File: src/rtl/move_rx_parser.sv
// ---------------------------------------------------------------------------
// move_rx_parser
//   Parses newline-terminated ASCII frames arriving one byte per strobe from a
//   UART receiver into either a board move or a player colour.
//
//   Frames:
//     colour : "-W" | "-B", optional CRs, LF
//     move   : ('@' | 'A'..'Z'+) digit+ tile, optional CRs, LF
//              tile '+' -> 0, '/' -> 1, '\' -> 2
//              column letters are bijective base-26 ('A'=1 .. 'Z'=26, "AA"=27)
//
//   Ports:
//     clock        rising-edge clock
//     reset        asynchronous, active-low reset
//     rx_data[7:0] received byte, qualified by rx_valid
//     rx_valid     one-cycle byte strobe
//     move_out     {tile[1:0], row[9:0], col[9:0]}, held between frames
//     move_valid   one-cycle pulse, move_out just updated
//     color        0 = white, 1 = black, held between frames
//     color_valid  one-cycle pulse, color just updated
//     frame_err    one-cycle pulse on the first rejected byte of a frame
//
//   All three pulses are registered, so they appear exactly one cycle after
//   the strobe that produced them and are mutually exclusive by construction.
// ---------------------------------------------------------------------------
module move_rx_parser (
    input  logic        clock,
    input  logic        reset,
    input  logic [7:0]  rx_data,
    input  logic        rx_valid,
    output logic [21:0] move_out,
    output logic        move_valid,
    output logic        color,
    output logic        color_valid,
    output logic        frame_err
);

    localparam logic [7:0] CH_LF    = 8'h0A;
    localparam logic [7:0] CH_CR    = 8'h0D;
    localparam logic [7:0] CH_DASH  = 8'h2D;
    localparam logic [7:0] CH_AT    = 8'h40;
    localparam logic [7:0] CH_PLUS  = 8'h2B;
    localparam logic [7:0] CH_SLASH = 8'h2F;
    localparam logic [7:0] CH_BSL   = 8'h5C;
    localparam logic [7:0] CH_W     = 8'h57;
    localparam logic [7:0] CH_B     = 8'h42;

    localparam logic [14:0] COORD_MAX = 15'd1023;

    typedef enum logic [2:0] {
        IDLE,
        COLOR,
        COL,
        ROW,
        TILE,
        EOL,
        DISCARD
    } state_t;

    state_t      state_q,       state_d;
    logic [14:0] col_q,         col_d;
    logic [14:0] row_q,         row_d;
    logic        have_digit_q,  have_digit_d;
    logic [1:0]  tile_q,        tile_d;
    logic        color_pend_q,  color_pend_d;
    logic        is_color_q,    is_color_d;
    logic [21:0] move_out_q,    move_out_d;
    logic        color_q,       color_d;
    logic        move_valid_q,  move_valid_d;
    logic        color_valid_q, color_valid_d;
    logic        frame_err_q,   frame_err_d;

    logic        is_upper;
    logic        is_digit;
    logic [14:0] col_mac;
    logic [14:0] row_mac;
    logic        reject;

    assign is_upper = (rx_data >= 8'h41) && (rx_data <= 8'h5A);
    assign is_digit = (rx_data >= 8'h30) && (rx_data <= 8'h39);

    // 15-bit accumulators: with the stored value capped at 1023 the largest
    // intermediate is 1023*26+26, so the range check sees the true value.
    // For 'A'..'Z', code-0x40 is simply the low five bits.
    assign col_mac = (col_q * 15'd26) + {10'd0, rx_data[4:0]};
    assign row_mac = (row_q * 15'd10) + {11'd0, rx_data[3:0]};

    always_comb begin
        state_d       = state_q;
        col_d         = col_q;
        row_d         = row_q;
        have_digit_d  = have_digit_q;
        tile_d        = tile_q;
        color_pend_d  = color_pend_q;
        is_color_d    = is_color_q;
        move_out_d    = move_out_q;
        color_d       = color_q;
        move_valid_d  = 1'b0;
        color_valid_d = 1'b0;
        frame_err_d   = 1'b0;
        reject        = 1'b0;

        if (rx_valid) begin
            case (state_q)
                IDLE: begin
                    if (rx_data == CH_DASH) begin
                        state_d = COLOR;
                    end else if (rx_data == CH_AT) begin
                        col_d        = '0;
                        row_d        = '0;
                        have_digit_d = 1'b0;
                        state_d      = ROW;
                    end else if (is_upper) begin
                        col_d        = {10'd0, rx_data[4:0]};
                        row_d        = '0;
                        have_digit_d = 1'b0;
                        state_d      = COL;
                    end else if ((rx_data == CH_LF) || (rx_data == CH_CR)) begin
                        state_d = IDLE;
                    end else begin
                        reject = 1'b1;
                    end
                end

                COLOR: begin
                    if (rx_data == CH_W || rx_data == CH_B) begin
                        color_pend_d = (rx_data == CH_B);
                        is_color_d   = 1'b1;
                        state_d      = EOL;
                    end else begin
                        reject = 1'b1;
                    end
                end

                COL: begin
                    if (is_upper) begin
                        if (col_mac > COORD_MAX) reject = 1'b1;
                        else                     col_d  = col_mac;
                    end else if (is_digit) begin
                        row_d        = {11'd0, rx_data[3:0]};
                        have_digit_d = 1'b1;
                        state_d      = ROW;
                    end else begin
                        reject = 1'b1;
                    end
                end

                ROW: begin
                    if (is_digit) begin
                        if (row_mac > COORD_MAX) begin
                            reject = 1'b1;
                        end else begin
                            row_d        = row_mac;
                            have_digit_d = 1'b1;
                        end
                    end else if ((rx_data == CH_PLUS) || (rx_data == CH_SLASH) ||
                                 (rx_data == CH_BSL)) begin
                        if (!have_digit_q) begin
                            reject = 1'b1;
                        end else begin
                            tile_d     = (rx_data == CH_PLUS)  ? 2'd0 :
                                         (rx_data == CH_SLASH) ? 2'd1 : 2'd2;
                            is_color_d = 1'b0;
                            state_d    = EOL;
                        end
                    end else begin
                        reject = 1'b1;
                    end
                end

                EOL: begin
                    if (rx_data == CH_LF) begin
                        state_d = IDLE;
                        if (is_color_q) begin
                            color_d       = color_pend_q;
                            color_valid_d = 1'b1;
                        end else begin
                            move_out_d   = {tile_q, row_q[9:0], col_q[9:0]};
                            move_valid_d = 1'b1;
                        end
                    end else if (rx_data != CH_CR) begin
                        reject = 1'b1;
                    end
                end

                DISCARD: begin
                    if (rx_data == CH_LF) state_d = IDLE;
                end

                // The tile character is consumed directly in ROW, so TILE is
                // never entered; if it ever is, treat the frame as corrupt.
                TILE:    reject  = 1'b1;
                default: state_d = IDLE;
            endcase
        end

        // A rejected byte pulses frame_err once. If the offending byte is the
        // terminating LF itself the frame is already over, so return straight
        // to IDLE rather than swallowing the following frame.
        if (reject) begin
            frame_err_d = 1'b1;
            state_d     = (rx_data == CH_LF) ? IDLE : DISCARD;
        end
    end

    always_ff @(posedge clock or negedge reset) begin
        if (!reset) begin
            state_q       <= IDLE;
            col_q         <= '0;
            row_q         <= '0;
            have_digit_q  <= 1'b0;
            tile_q        <= '0;
            color_pend_q  <= 1'b0;
            is_color_q    <= 1'b0;
            move_out_q    <= '0;
            color_q       <= 1'b0;
            move_valid_q  <= 1'b0;
            color_valid_q <= 1'b0;
            frame_err_q   <= 1'b0;
        end else begin
            state_q       <= state_d;
            col_q         <= col_d;
            row_q         <= row_d;
            have_digit_q  <= have_digit_d;
            tile_q        <= tile_d;
            color_pend_q  <= color_pend_d;
            is_color_q    <= is_color_d;
            move_out_q    <= move_out_d;
            color_q       <= color_d;
            move_valid_q  <= move_valid_d;
            color_valid_q <= color_valid_d;
            frame_err_q   <= frame_err_d;
        end
    end

    assign move_out    = move_out_q;
    assign move_valid  = move_valid_q;
    assign color       = color_q;
    assign color_valid = color_valid_q;
    assign frame_err   = frame_err_q;

endmodule

File: config.mk
export PLATFORM = sky130hd
export DESIGN_NAME = move_rx_parser
export DESIGN_NICKNAME = d
export VERILOG_FILES = /design/src/rtl/move_rx_parser.sv
export SDC_FILE = /design/constraint.sdc
export NUM_CORES = 1
export LEC_CHECK = 0
export CORE_MARGIN = 2
export CORE_UTILIZATION = 55
export CTS_CLUSTER_DIAMETER = 150
export DETAILED_ROUTE_END_ITERATION = 10
export PLACE_DENSITY = 0.75
export SLEW_MARGIN = 20
export SYNTH_ARGS = -nofsm -noshare
export SYNTH_HDL_FRONTEND = slang
export SYNTH_SLANG_ARGS = --single-unit
File: constraint.sdc
create_clock -name clock -period 10.6 [get_ports clock]
set_clock_uncertainty 0.1 [all_clocks]
set_input_delay 2.12 -clock clock [delete_from_list [all_inputs] [get_ports clock]]
set_output_delay 2.12 -clock clock [all_outputs]
set_load 0.005 [all_outputs]
# Yosys cells after proc, flatten, opt, wreduce, memory -nomap -nowiden
# Index checks and enable logic that the tools add are counted.
# W data, S select, Z words.
[totals]
mem_bits_ro = 0
output_inout_bits = 26
ram_bits = 0
reg_bits = 64
n_memories = 0
wordCells = 150
latch_bits = 0
input_bits = 11
[classes]
muxes = 69
n_eq_ne = 37
bitwise_logic = 2
mul = 2
n_reduce_logical = 20
n_lt_le_gt_ge = 6
shift = 0
add_sub_neg = 2
n_div = 0
[op_table]
columns = ["cell", "n"]
rows = [
  ["$mux W15", 12],
  ["$pmux W15 S3", 1],
  ["$mux W3", 14],
  ["$mux W1", 35],
  ["$eq A8 B7 Y1 const B", 4],
  ["$gt A15 B10 Y1 const B", 2],
  ["$pmux W15 S2", 1],
  ["$eq A8 B6 Y1 const B", 3],
  ["$ne A2 B2 Y1 const B", 12],
  ["$ne A3 B3 Y1 const B", 7],
  ["$pmux W3 S6", 1],
  ["$eq A8 B4 Y1 const B", 2],
  ["$add A15 B4 Y15", 1],
  ["$add A15 B5 Y15", 1],
  ["$mul A15 B3 Y14 const B", 1],
  ["$mul A15 B4 Y14 const B", 1],
  ["$reduce_and A6 Y1", 2],
  ["$reduce_and A10 Y1", 1],
  ["$eq A3 B3 Y1 const B", 3],
  ["$ge A8 B6 Y1 const B", 1],
  ["$ge A8 B7 Y1 const B", 1],
  ["$le A8 B6 Y1 const B", 1],
  ["$le A8 B7 Y1 const B", 1],
  ["$ne A8 B4 Y1 const B", 1],
  ["other kinds (19)", 29],
]

# Logic depth before layout (Yosys ltp)
[logic_depth]
depth_word = 10
ltp_mapped = 17
mapped_depth_nobuf = 15

# Least setup slack after synthesis
# Ideal clock, no wire load.
[synth_path]
kind = "in2reg"
start = "input port rx_data[1]"
end = "register col_q[4]"
required_time_ps = 10375
slack_ps = 5875
t_arrival_ps = 4500
setup_time_ps = 125
cell_stages = 13
path_cell_list = "ha_1 > fa_1 > a21o_1 > a21o_1 > nand4_1 > nor3_1 > o21ai_1 > or3_1 > o31a_1 > nor4_2 > a21oi_2 > buf_6 > mux2_4"
[synth_via]
elab_chain_len = 4
elab_cells_between_ends = 17
[synth_lines]
columns = ["item", "line", "source"]
rows = [
  ["start: declaration", "29", "input logic [7:0] rx_data,"],
  ["$add A15 B5 Y15 (tied with other cells)", "85", "assign col_mac = (col_q * 15'd26) + {10'd0, rx_data[4:0]};"],
  ["$gt A15 B10 Y1 (tied with other cells)", "137", "if (col_mac > COORD_MAX) reject = 1'b1;"],
  ["$ne A2 B2 Y1 (no source line) (tied with other cells)", "n/a", ""],
  ["$reduce_and A6 Y1 (no source line) or $pmux W15 S2 (tied branches)", "n/a", ""],
  ["end signal: assignment", "222", "col_q <= col_d;"],
  ["end: declaration", "61", "logic [14:0] col_q, col_d;"],
]
# Several ways; a longest one is shown, not always the timed one. The select of a mux whose other input is x is not followed.
# A chain may end at the register's enable or synchronous reset.

# Worst setup path in the final report
[layout_path]
start = "input port rx_data[1]"
end = "register col_q[2]"
# The elaborated chain is that of the path after synthesis.

==> results.toml <==
[power]
cellPowerDensity_mw_per_mm2 = 282
netSwitchingFraction = 0.492
p_sw_mw = 0.797
vdd_ir_drop_max_mv = 0.186
comb_power_share = 0.688
p_seq_frac = 0.201
clkPwrFrac = 0.112
internal-power_mw = 0.823
leakage_nw = 2.75

[synthesis]
avgSynthCellArea_um2 = 9.30
synth_top_cell_by_area = "dfrtp_1"
netlist_top_cells_area = "dfrtp_1, ha_1, mux2_2, fa_1, inv_1"
synth_top_area_frac = 0.301
mappedNetlistNets = 628
yosysSeqAreaShare = 0.301
yosys-top-cells-count = "dfrtp_1, inv_1, nand2_1, ha_1, nor2_1"
synth-main-ff-cell = "dfrtp_1"
synth_cell_types = 70
async_flop_share = 1.00
netlist_area_mm2 = 0.00515
synth_warnings = 0
ys_seq_elements = 62
yosysMostFrequentCell = "dfrtp_1"
synthCells = 554
synth_enable_flop_cells = 0

[floorplanning]
dieArea_mm2 = 0.0102
core_area_mm2 = 0.00915
die_h_um = 101
start_util = 0.563
rows = 35
die_w_um = 101
boundaryPins = 37

[setup_path]
worstSetupPathType = "in2reg"
cp.arrival_ns = 5.86
cp-end-kind = "register"
crit_fanout = 15
worstPathRequired_ns = 10.72
critPathMaxStageDelay_ns = 0.77
cp_slowest_cell = "clkdlybuf4s50_1"
cp_common_cell = "a21o_1"
startpoint_type = "primary input"
crit_chain = "clkdlybuf4s50_1 > ha_1 > fa_1 > a21o_1 > a21o_1 > nand4_1 > nor3_1 > o21ai_1 > o311ai_0 > o31a_1 > nor4_2 > a21oi_2 > mux2_2"

[placement]
io_buffer_count = 36
gp_congestion = 0.890
place_hpwl_um = 8520

[finish]
fin_util = 0.627
antennaDiodeCount = 0
drive_gt1_frac = 0.104
register_area_mm2 = 0.00155
final_nets = 658
fill_cells = 773
syn2layout_area_growth_pct = 11.4
multi_input_area_mm2 = 0.00333

[timing]
setup_viol = 0
slew_violations = 0
max-slew-margin-rel = 0.462
rsz0062_at_grt = "no"
tightest_slew_ns = 0.806
hold_slack_ns = 0.385
fmax_mhz = 174
hold_viol_final = 0
period_minus_slack_ns = 5.74
fin_crit_sh = 0.541
tns_ns = 0

[clock_network]
root_buffer = "clkbuf_8"
post_cts_buffers = 0
numClockSinks = 62
tritoncts = "yes"
numCtsBuffers = 9
clock_latency_ns = 0.34
cts.htree.levels = 3
postCtsHoldBufs = 0
cts_resized = 0
cts_max_path_buffers = 2
clkTransAtPathRegs_ns = 0.06

[global_routing]
grt_pass1_vias = 3981
grt_max_degree = 63
antenna_found_initial = 0
grt_overflow_total = 0
grt_pass1_wl_um = 18800
grtUsageTotal = 0.232

[drt]
viasPerCell = 5.93
vias = 4131
antenna_left = 0
wl_per_cell_um = 16.0
routed_wl_um = 11200
firstDrtPassIters = 5
drt_iter0_markers = 170
drcViolationCount = 0

[min_path]
hold_class = "reg2reg"

[run]
drv_cap = 0

[status]
status = "finished clean"
[power groups by stage]
stage          clock (mW)  sequential [mW]  combinational, mW
2_1_floorplan           0            0.299              0.907
3_3_place_gp            0            0.327               1.06
3_5_place_dp            0            0.328               1.10
4_1_cts             0.185            0.324               1.11
5_1_grt             0.198            0.330               1.25
6_report            0.181            0.325               1.11
[state kept, by name, indices dropped and copies added (netlist names)]
| signal | flops |
|---|---|
| is_color_q | 1 |
| have_digit_q | 1 |
| move_valid | 1 |
| state_q | 3 |
| frame_err | 1 |
| col_q | 14 |
| color_valid | 1 |
| tile_q | 2 |
| color | 1 |
| move_out | 22 |
| row_q | 14 |
| color_pend_q | 1 |
[layer usage]
layer,GRT usage,part of all wire,vias up,wire length (um)
li1,-,-,2024,-
met1,0.320,0.47,2006,5220
met2,0.379,0.48,92,5390
met3,0.0395,0.042,9,468
met4,0.0643,0.0078,0,87
met5,0,0,-,0
[cells in the final DEF (no fill, tap or decap), types with 5 or more instances in the layout]
cell type and n:
o21bai_1 5, nor2_1 32, xor2_1 9, clkdlybuf4s50_1 35, inv_1 51, fa_1 13
mux2_2 29, nand2b_1 7, a21oi_1 17, nor2b_1 6, a21o_1 10, clkbuf_8 11
xnor2_1 19, nand4_1 7, nor3b_1 5, o31ai_1 9, a211oi_1 6, and2_1 12
mux2i_1 9, dfrtp_1 62, nor3_1 15, o21ai_0 26, nand2_1 51, or3_1 5
nand3_1 8, ha_1 50
[area by class of cell]
type                    instances  area share
clock inverters                 2     0.00174
repair buffers                 38      0.0645
multi-input cells             422       0.580
inverters                      51      0.0333
well taps                     111      0.0242
clock buffers                  11      0.0264
flip-flops and latches         62       0.270
[metrics by stage]
step	area (um2)	worst slack (ns)	std cells	power (mW)
floorplan	5150	5.87	554	1.21
global placement	5580	4.67	684	1.39
detailed placement	5580	4.53	684	1.43
CTS	5740	4.89	697	1.62
global route	5740	4.58	697	1.78
finish	5740	4.86	697	1.62
[critical path, delay by kind of cell]
kind | cells | cell delay, ns
mux | 1 | 0.41
fa+ha+maj | 2 | 0.51
compound gates | 6 | 1.69
simple gates | 3 | 0.37
buf+inv | 1 | 0.77
[final timing paths]
check                           start          to  slack (ns)  cells after the start
setup / recovery           rx_data[1]    col_q[2]        4.86                     13
hold / removal             is_color_q  move_valid        0.39                      1
setup reg to reg             col_q[1]    col_q[2]        5.84                     14
hold reg to reg            is_color_q  move_valid        0.39                      1
max in group asynchronous       reset    col_q[1]        8.02                      2
min in group asynchronous       reset   row_q[11]        1.85                      2
[cell families (layout without fill, tap and decap cells)]
family	after synthesis	in the layout	synth area share
buf+inv	70	102	0.0534
xor+xnor	29	29	0.0520
fa+ha+maj	63	63	0.172
simple gates	175	175	0.179
compound gates	115	115	0.156
mux	40	40	0.0867
flops	62	62	0.301
Note: power is estimated with default switching activity, not from simulation.
